--- config.mk ---
export PLATFORM = sky130hd
export DESIGN_NAME = mem_arbiter
export DESIGN_NICKNAME = d
export VERILOG_FILES = /design/src/rtl/mem_arbiter_pkg.sv /design/src/rtl/mem_arbiter_pick.sv /design/src/rtl/mem_arbiter.sv
export SDC_FILE = /design/constraint.sdc
export NUM_CORES = 1
export LEC_CHECK = 0
export CAP_MARGIN = 30
export CELL_PAD_IN_SITES_DETAIL_PLACEMENT = 2
export CELL_PAD_IN_SITES_GLOBAL_PLACEMENT = 2
export CORE_MARGIN = 4
export CORE_UTILIZATION = 25
export CTS_BUF_LIST = sky130_fd_sc_hd__clkbuf_8
export CTS_CLUSTER_SIZE = 24
export DETAILED_ROUTE_END_ITERATION = 8
export MAX_ROUTING_LAYER = met4
export PLACE_DENSITY = 0.88
export SLEW_MARGIN = 20
export SYNTH_ARGS = -nofsm -noshare
export SYNTH_HDL_FRONTEND = slang
export SYNTH_SLANG_ARGS = --single-unit
--- constraint.sdc ---
create_clock -name CLK -period 2.76 [get_ports CLK]
set_input_delay 0.552 -clock CLK [delete_from_list [all_inputs] [get_ports CLK]]
set_output_delay 0.552 -clock CLK [all_outputs]
set_load 0.02 [all_outputs]
--- src/rtl/mem_arbiter_pkg.sv ---
// mem_arbiter_pkg: shared types and constants for the unified-memory arbiter.
//   arb_state_e : FSM state encoding (IDLE / ACCESS / DONE)
//   arb_owner_e : which pipeline port owns the current access
//   CNT_W       : width of the wait and starve counters (both cover 0..15)
package mem_arbiter_pkg;

  typedef enum logic [1:0] {
    ARB_IDLE   = 2'd0,
    ARB_ACCESS = 2'd1,
    ARB_DONE   = 2'd2
  } arb_state_e;

  typedef enum logic {
    ARB_OWN_F = 1'b0,
    ARB_OWN_D = 1'b1
  } arb_owner_e;

  localparam int CNT_W = 4;

endpackage

--- src/rtl/mem_arbiter_pick.sv ---
// mem_arb_pick: grant selection and next starve-counter value.
//   arb_en     in  1      arbitration slot (FSM in IDLE)
//   IReq/DReq  in  1      port requests
//   starve     in  CNT_W  current starve count
//   grant      out        winning port (meaningful when grant_vld)
//   grant_vld  out  1     a grant is made this cycle
//   starve_nxt out  CNT_W value to register as the new starve count
module mem_arb_pick
  import mem_arbiter_pkg::*;
#(
  parameter int STARVE_LIMIT = 4
) (
  input  logic             arb_en,
  input  logic             IReq,
  input  logic             DReq,
  input  logic [CNT_W-1:0] starve,
  output arb_owner_e       grant,
  output logic             grant_vld,
  output logic [CNT_W-1:0] starve_nxt
);

  localparam logic [CNT_W-1:0] LIM = CNT_W'(STARVE_LIMIT);

  logic starved;
  assign starved = (starve == LIM);

  always_comb begin
    // Data wins by default; fetch only wins alone or once it has been starved.
    grant = ARB_OWN_D;
    if (IReq && (!DReq || starved)) grant = ARB_OWN_F;
    grant_vld  = arb_en & (IReq | DReq);
    starve_nxt = starve;
    if (arb_en) begin
      if (!IReq || grant == ARB_OWN_F) starve_nxt = '0;
      else if (!starved)               starve_nxt = starve + 1'b1;
    end
  end

endmodule

--- src/rtl/mem_arbiter.sv ---
// mem_arbiter: shares the single-ported Memory between fetch and MEM stages.
//   CLK, RST            clock, synchronous active-high reset
//   IReq/IAddr          fetch request and address; IRdata/IReady result
//   DReq/DWe/DAddr/DWdata  data request; DRdata/DReady result
//   MemA/MemWD/MemWE    Memory address, write data, write enable
//   MemRD               Memory read data
//   StallF/StallM       stall requests to the hazard unit
// Each access: grant in IDLE, WAIT_CYCLES+1 ACCESS cycles with MemA/MemWD
// held, one DONE cycle pulsing the owner's Ready.
module mem_arbiter
  import mem_arbiter_pkg::*;
#(
  parameter int WAIT_CYCLES  = 2,
  parameter int STARVE_LIMIT = 4
) (
  input  logic        CLK,
  input  logic        RST,
  input  logic        IReq,
  input  logic [31:0] IAddr,
  output logic [31:0] IRdata,
  output logic        IReady,
  input  logic        DReq,
  input  logic        DWe,
  input  logic [31:0] DAddr,
  input  logic [31:0] DWdata,
  output logic [31:0] DRdata,
  output logic        DReady,
  output logic [31:0] MemA,
  output logic [31:0] MemWD,
  output logic        MemWE,
  input  logic [31:0] MemRD,
  output logic        StallF,
  output logic        StallM
);

  localparam logic [CNT_W-1:0] WAIT_INIT = CNT_W'(WAIT_CYCLES);
  localparam logic             NO_WAIT   = (WAIT_CYCLES == 0);

  arb_state_e       state;
  arb_owner_e       owner;
  arb_owner_e       grant;
  logic             grant_vld;
  logic             we_l;
  logic [CNT_W-1:0] cnt;
  logic [CNT_W-1:0] starve, starve_nxt;

  mem_arb_pick #(.STARVE_LIMIT(STARVE_LIMIT)) u_pick (
    .arb_en    (state == ARB_IDLE),
    .IReq      (IReq),
    .DReq      (DReq),
    .starve    (starve),
    .grant     (grant),
    .grant_vld (grant_vld),
    .starve_nxt(starve_nxt)
  );

  assign StallF = IReq & ~IReady;
  assign StallM = DReq & ~DReady;

  always_ff @(posedge CLK) begin
    if (RST) begin
      state  <= ARB_IDLE;
      owner  <= ARB_OWN_F;
      we_l   <= 1'b0;
      cnt    <= '0;
      starve <= '0;
      MemA   <= '0;
      MemWD  <= '0;
      MemWE  <= 1'b0;
      IRdata <= '0;
      DRdata <= '0;
      IReady <= 1'b0;
      DReady <= 1'b0;
    end else begin
      starve <= starve_nxt;
      MemWE  <= 1'b0;
      IReady <= 1'b0;
      DReady <= 1'b0;
      case (state)
        ARB_IDLE: begin
          if (grant_vld) begin
            owner <= grant;
            we_l  <= (grant == ARB_OWN_D) & DWe;
            MemA  <= (grant == ARB_OWN_D) ? DAddr : IAddr;
            if (grant == ARB_OWN_D) MemWD <= DWdata;
            cnt   <= WAIT_INIT;
            // With no wait states the first ACCESS cycle is already the write cycle.
            MemWE <= NO_WAIT & (grant == ARB_OWN_D) & DWe;
            state <= ARB_ACCESS;
          end
        end
        ARB_ACCESS: begin
          if (cnt == '0) begin
            state <= ARB_DONE;
            if (owner == ARB_OWN_D) begin
              DReady <= 1'b1;
              if (!we_l) DRdata <= MemRD;
            end else begin
              IReady <= 1'b1;
              IRdata <= MemRD;
            end
          end else begin
            cnt <= cnt - 1'b1;
            // Registered write enable lands in the counter=0 cycle only.
            if (cnt == 1) MemWE <= we_l;
          end
        end
        ARB_DONE: state <= ARB_IDLE;
        default:  state <= ARB_IDLE;
      endcase
    end
  end

endmodule

-- Yosys cells after proc, flatten, opt, wreduce, memory -nomap -nowiden
Cells that the tools add are included.
- bitwise logic cells: 13
- add/subtract/negate cells: 2
- eq/ne operators: 7
- reductions and logical operators: 17
- mux-type cells: 12
- operators with widths (operator ; count):
    32-bit 2-to-1 mux ; 1
    4-bit 2-to-1 mux ; 4
    3-bit AND reduction ; 3
    2-bit != test, second input constant ; 4
    1-bit inverter ; 8
    4-bit one-hot mux with 2 select lines ; 1
    2-bit AND reduction ; 3
    4-bit by 1-bit adder with 4-bit output, second input constant ; 1
    1-bit AND ; 4
    4-bit by 1-bit equality test with 1-bit output, second input constant ; 1
    4-bit by 3-bit equality test with 1-bit output, second input constant ; 1
    4-bit logical NOT ; 1
    2-bit 2-to-1 mux ; 2
    2-bit one-hot mux with 2 select lines ; 1
    4-bit AND reduction ; 1
    4-bit OR reduction ; 1
    4-bit by 1-bit subtractor with 4-bit output, second input constant ; 1
    1-bit 2-to-1 mux ; 3
    3-bit OR reduction ; 1
    2-bit by 1-bit equality test with 1-bit output, second input constant ; 1
    1-bit logical NOT ; 2
    2-bit logical NOT ; 1
    1-bit logical OR ; 2
    2-bit nonzero test ; 1
    other kinds (2) ; 2
- word-level logic and storage cells: 63
- register bits after elaboration: 143
- output and inout port bits: 133
- input port bits: 133

-- Logic depth before layout (Yosys ltp)
- depth in word-level cells: 6
- mapped depth: 9
- gate-level depth less buffers: 5

-- Hierarchy
A second synthesis with hierarchy kept.
- cell total of the unflattened synthesis: 618
- area total of the unflattened synthesis: 5913.2 um^2
- modules (own cells, without submodules) (module ; area each (um^2) ; times used ; cells each ; seq. area each (um^2)):
    mem_arbiter ; 5764.3 ; 1 ; 596 ; 2862.7
    mem_arb_pick ; 148.9 ; 1 ; 22 ; 0.0

-- Worst setup path before layout
No wires, ideal clock.
- path kind: register to register
- from: register cnt[0]
- to: register DRdata[19]
- data required time: 2.640 ns
- setup slack: 0.735 ns
- arrival time: 1.905 ns
- buffers on the path: 4
- stages on the path, launching flop included: 10
- library setup time: 0.120 ns
- clock period less this slack: 2.025 ns
- cells stage by stage: dfxtp_1 inv_1 ha_1 or3b_1 clkbuf_2 or4_1 clkbuf_1 buf_6 buf_6 mux2i_1
- longest elaborated chain between the ends: 2
- ends and longest elaborated chain (what ; line ; source):
    start, declared ; mem_arbiter.sv:44 ; logic [CNT_W-1:0] cnt;
    start signal, assigned ; mem_arbiter.sv:103 ; cnt <= cnt - 1'b1;
    4-bit logical NOT ; mem_arbiter.sv:93 ; if (cnt == '0) begin
    4-bit AND reduction (no line) ; - ;
    end signal, assigned ; mem_arbiter.sv:97 ; if (!we_l) DRdata <= MemRD;
    end, declared ; mem_arbiter.sv:26 ; output logic [31:0] DRdata,
Every way passes these cells.
A chain may end at the register's enable or synchronous reset.

-- Worst setup path after layout
- from: input port IReq
- to: output port StallF
- longest elaborated chain between the ends: 1
- ends and longest elaborated chain (what ; line ; source):
    start, declared ; mem_arbiter.sv:18 ; input logic IReq,
    1-bit AND ; mem_arbiter.sv:57 ; assign StallF = IReq & ~IReady;
    end, declared ; mem_arbiter.sv:32 ; output logic StallF,
Every way passes these cells.

==> metrics.yaml <==
yosys-top-cells-count: "nand2_1, dfxtp_1, mux2i_1"
syn_area_per_cell_sq_um: 9.16
finalCritPeriodShare: 0.922
r2r_slack_ns: 0.53
synth-seq-cells: 143
synth-edff-count: 0
busiest_layer: "met2"
setup_violations: 0
async_flop_share: 0
antenna_found_initial: 2
dr.pass1.iters: 4
cp.arrival_ns: 1.99
grt_pass1_wl_microns: 38900
skew_ns: 0.0215
p_switching_mw: 1.84
postPlaceCellArea_sq_um: 9090
powerDensity_nw_per_um2: 581
slew_viol_final: 0
syn_area_sq_um: 6110
yosysSeqAreaShare: 0.469
dpl.hpwl_microns: 17700
clkTransAtPathRegs_ns: 0.09
ys_types: 37
antenna_left: 0
htreeDepth: 4
cts_tree: "built"
fin_nets: 1038
vdd_ir_drop_max_mv: 0.284
finalPower_mw: 5.51
synth-warning-count: 0
relSlewSlack: 0.488
synthesis.nets: 804
drive_above_1_share: 0.0624
dp_slack_ns: 0.199
tightest_slew_ns: 0.768
p_sw_frac: 0.334
hold_buffers: 0
rsz0062_at_grt: "false"
synthToLayoutAreaGrowth_pct: 55.1
clkSinkCount: 143
die_x_microns: 164
ios: 266
grt_use_met2: 0.313
endpoint_kind: "primary output"
dp_cells: 1201
min_period_ns: 2.54
wl_microns: 25400
cp-start-kind: "primary input"
stdcell_count: 1235
clock_path_buffers: 2
num_vias: 6058
power.internal_mw: 3.67
post-synth-top-area-cell: "dfxtp_1"
finalHoldViolCount: 0
required_ns: 2.21
synth_cells: 667
numCtsBuffers: 17
post_cts_buffers: 0
stdcell_area_sq_um: 9480
dieArea_sq_um: 27000
n_fill_cell: 2555
status: "finished, final reports clean"
wire_per_inst_microns: 20.6
fmax_mhz: 393
drt-initial-drc-count: 290
start_util: 0.257
via_per_inst: 4.91
clock_latency_ns: 0.46
synthAdderAreaFrac: 0.00819
utilization: 0.399
synth_most_common_cell: "nand2_1"
whs_ns: 0.465
clock_power_share: 0.312
met3_usage: 0.0911
synthSimpleGateAreaFrac: 0.226
setup_tns_ns: 0
synthMuxAreaShare: 0.159
cts-root-buf: "clkbuf_8"
p_seq_frac: 0.427
core-area_sq_um: 23800
p_leak_nw: 3.65
port_buffers: 265
grt_pass1_vias: 6690
synth_top_family_by_area: "simple AND/OR/NAND/NOR gates"
grt-ovfl-total: 0
register_area_sq_um: 2860
multiInputGateArea_sq_um: 2960
critPathKind: "in -> out"
grtUsageMet1: 0.210
post_cts_resized: 0
hold_path_class: "reg -> reg"
place.gp.congestion: 0.724
synth_ff_type: "dfxtp_1"
grtUsageTotal: 0.190
rows: 56
p_comb_frac: 0.261
synth_top_area_frac: 0.469
fin_ws_ns: 0.216
die_h_microns: 164
drc_errors: 0
synth_area_leaders: "dfxtp_1, mux2i_1, nand2_1"
synth_xor_xnor_area_share: 0
max_cap_violations: 0
grt_max_degree: 89
critPathMaxFanout: 6
synth_compound_area_frac: 0.0889
## layout make-up
class                      instances  share of cell area
tap                              319              0.0421
sequential                       143               0.302
inverter                           7             0.00304
clock buffer                      17              0.0247
timing repair buffer             282               0.299
multi-input combinational        450               0.312
clock inverter                    15              0.0157
antenna                            2            0.000528
## cells by family (layout without fill, tap and decap cells)
logic type | after synthesis | count (layout)
compound gates | 80 | 80
fa+ha+maj | 4 | 4
buf+inv | 74 | 321
flops | 143 | 143
mux | 97 | 97
other cells | 0 | 2
simple gates | 269 | 269
## power groups by stage
| stage | registers [mW] | clock network (mW) | logic [mW] |
|---|---|---|---|
| finish | 2.35 | 1.72 | 1.44 |
| global route | 2.37 | 1.89 | 1.55 |
| CTS | 2.35 | 1.78 | 1.46 |
| detailed placement | 2.40 | 0 | 1.44 |
| global placement | 2.38 | 0 | 1.41 |
| floorplan | 2.57 | 0 | 0.523 |
## flip-flops by register name (all words and copies together) (netlist names)
name    cells
DRdata     32
DReady      1
IRdata     32
IReady      1
MemA       32
MemWD      32
MemWE       1
cnt         4
owner       1
starve      4
state       2
we_l        1
## critical path, cell delays in order
cell,delay (ns)
clkdlybuf4s50_1,0.63
nor2b_1,0.19
clkdlybuf4s50_1,0.62
## final timing paths
check,startpoint,end,cells past startpoint
worst max-delay path,IReq,StallF,3
worst min-delay path,MemWD[10],MemWD[10],2
worst max register to register,cnt[0],DRdata[18],6
worst min register to register,MemWD[10],MemWD[10],2
## placed cells by master, fill, tap and decap left out, types with 6 or more instances in the layout
| cell | instances |
|---|---|
| a2111oi_0 | 32 |
| buf_4 | 12 |
| nor4_1 | 34 |
| nand2_1 | 167 |
| and4b_1 | 32 |
| a21oi_1 | 38 |
| inv_6 | 7 |
| clkdlybuf4s50_1 | 264 |
| nand3_1 | 6 |
| clkbuf_8 | 17 |
| inv_1 | 7 |
| mux2i_1 | 97 |
| dfxtp_1 | 143 |
## per-layer routing
metal / share of wire / routed length [microns]
met5: 0 / 0
met1: 0.39 / 9940
met3: 0.11 / 2850
met4: 0.014 / 344
met2: 0.48 / 12300
No activity file was read; power rests on OpenSTA's default activity.
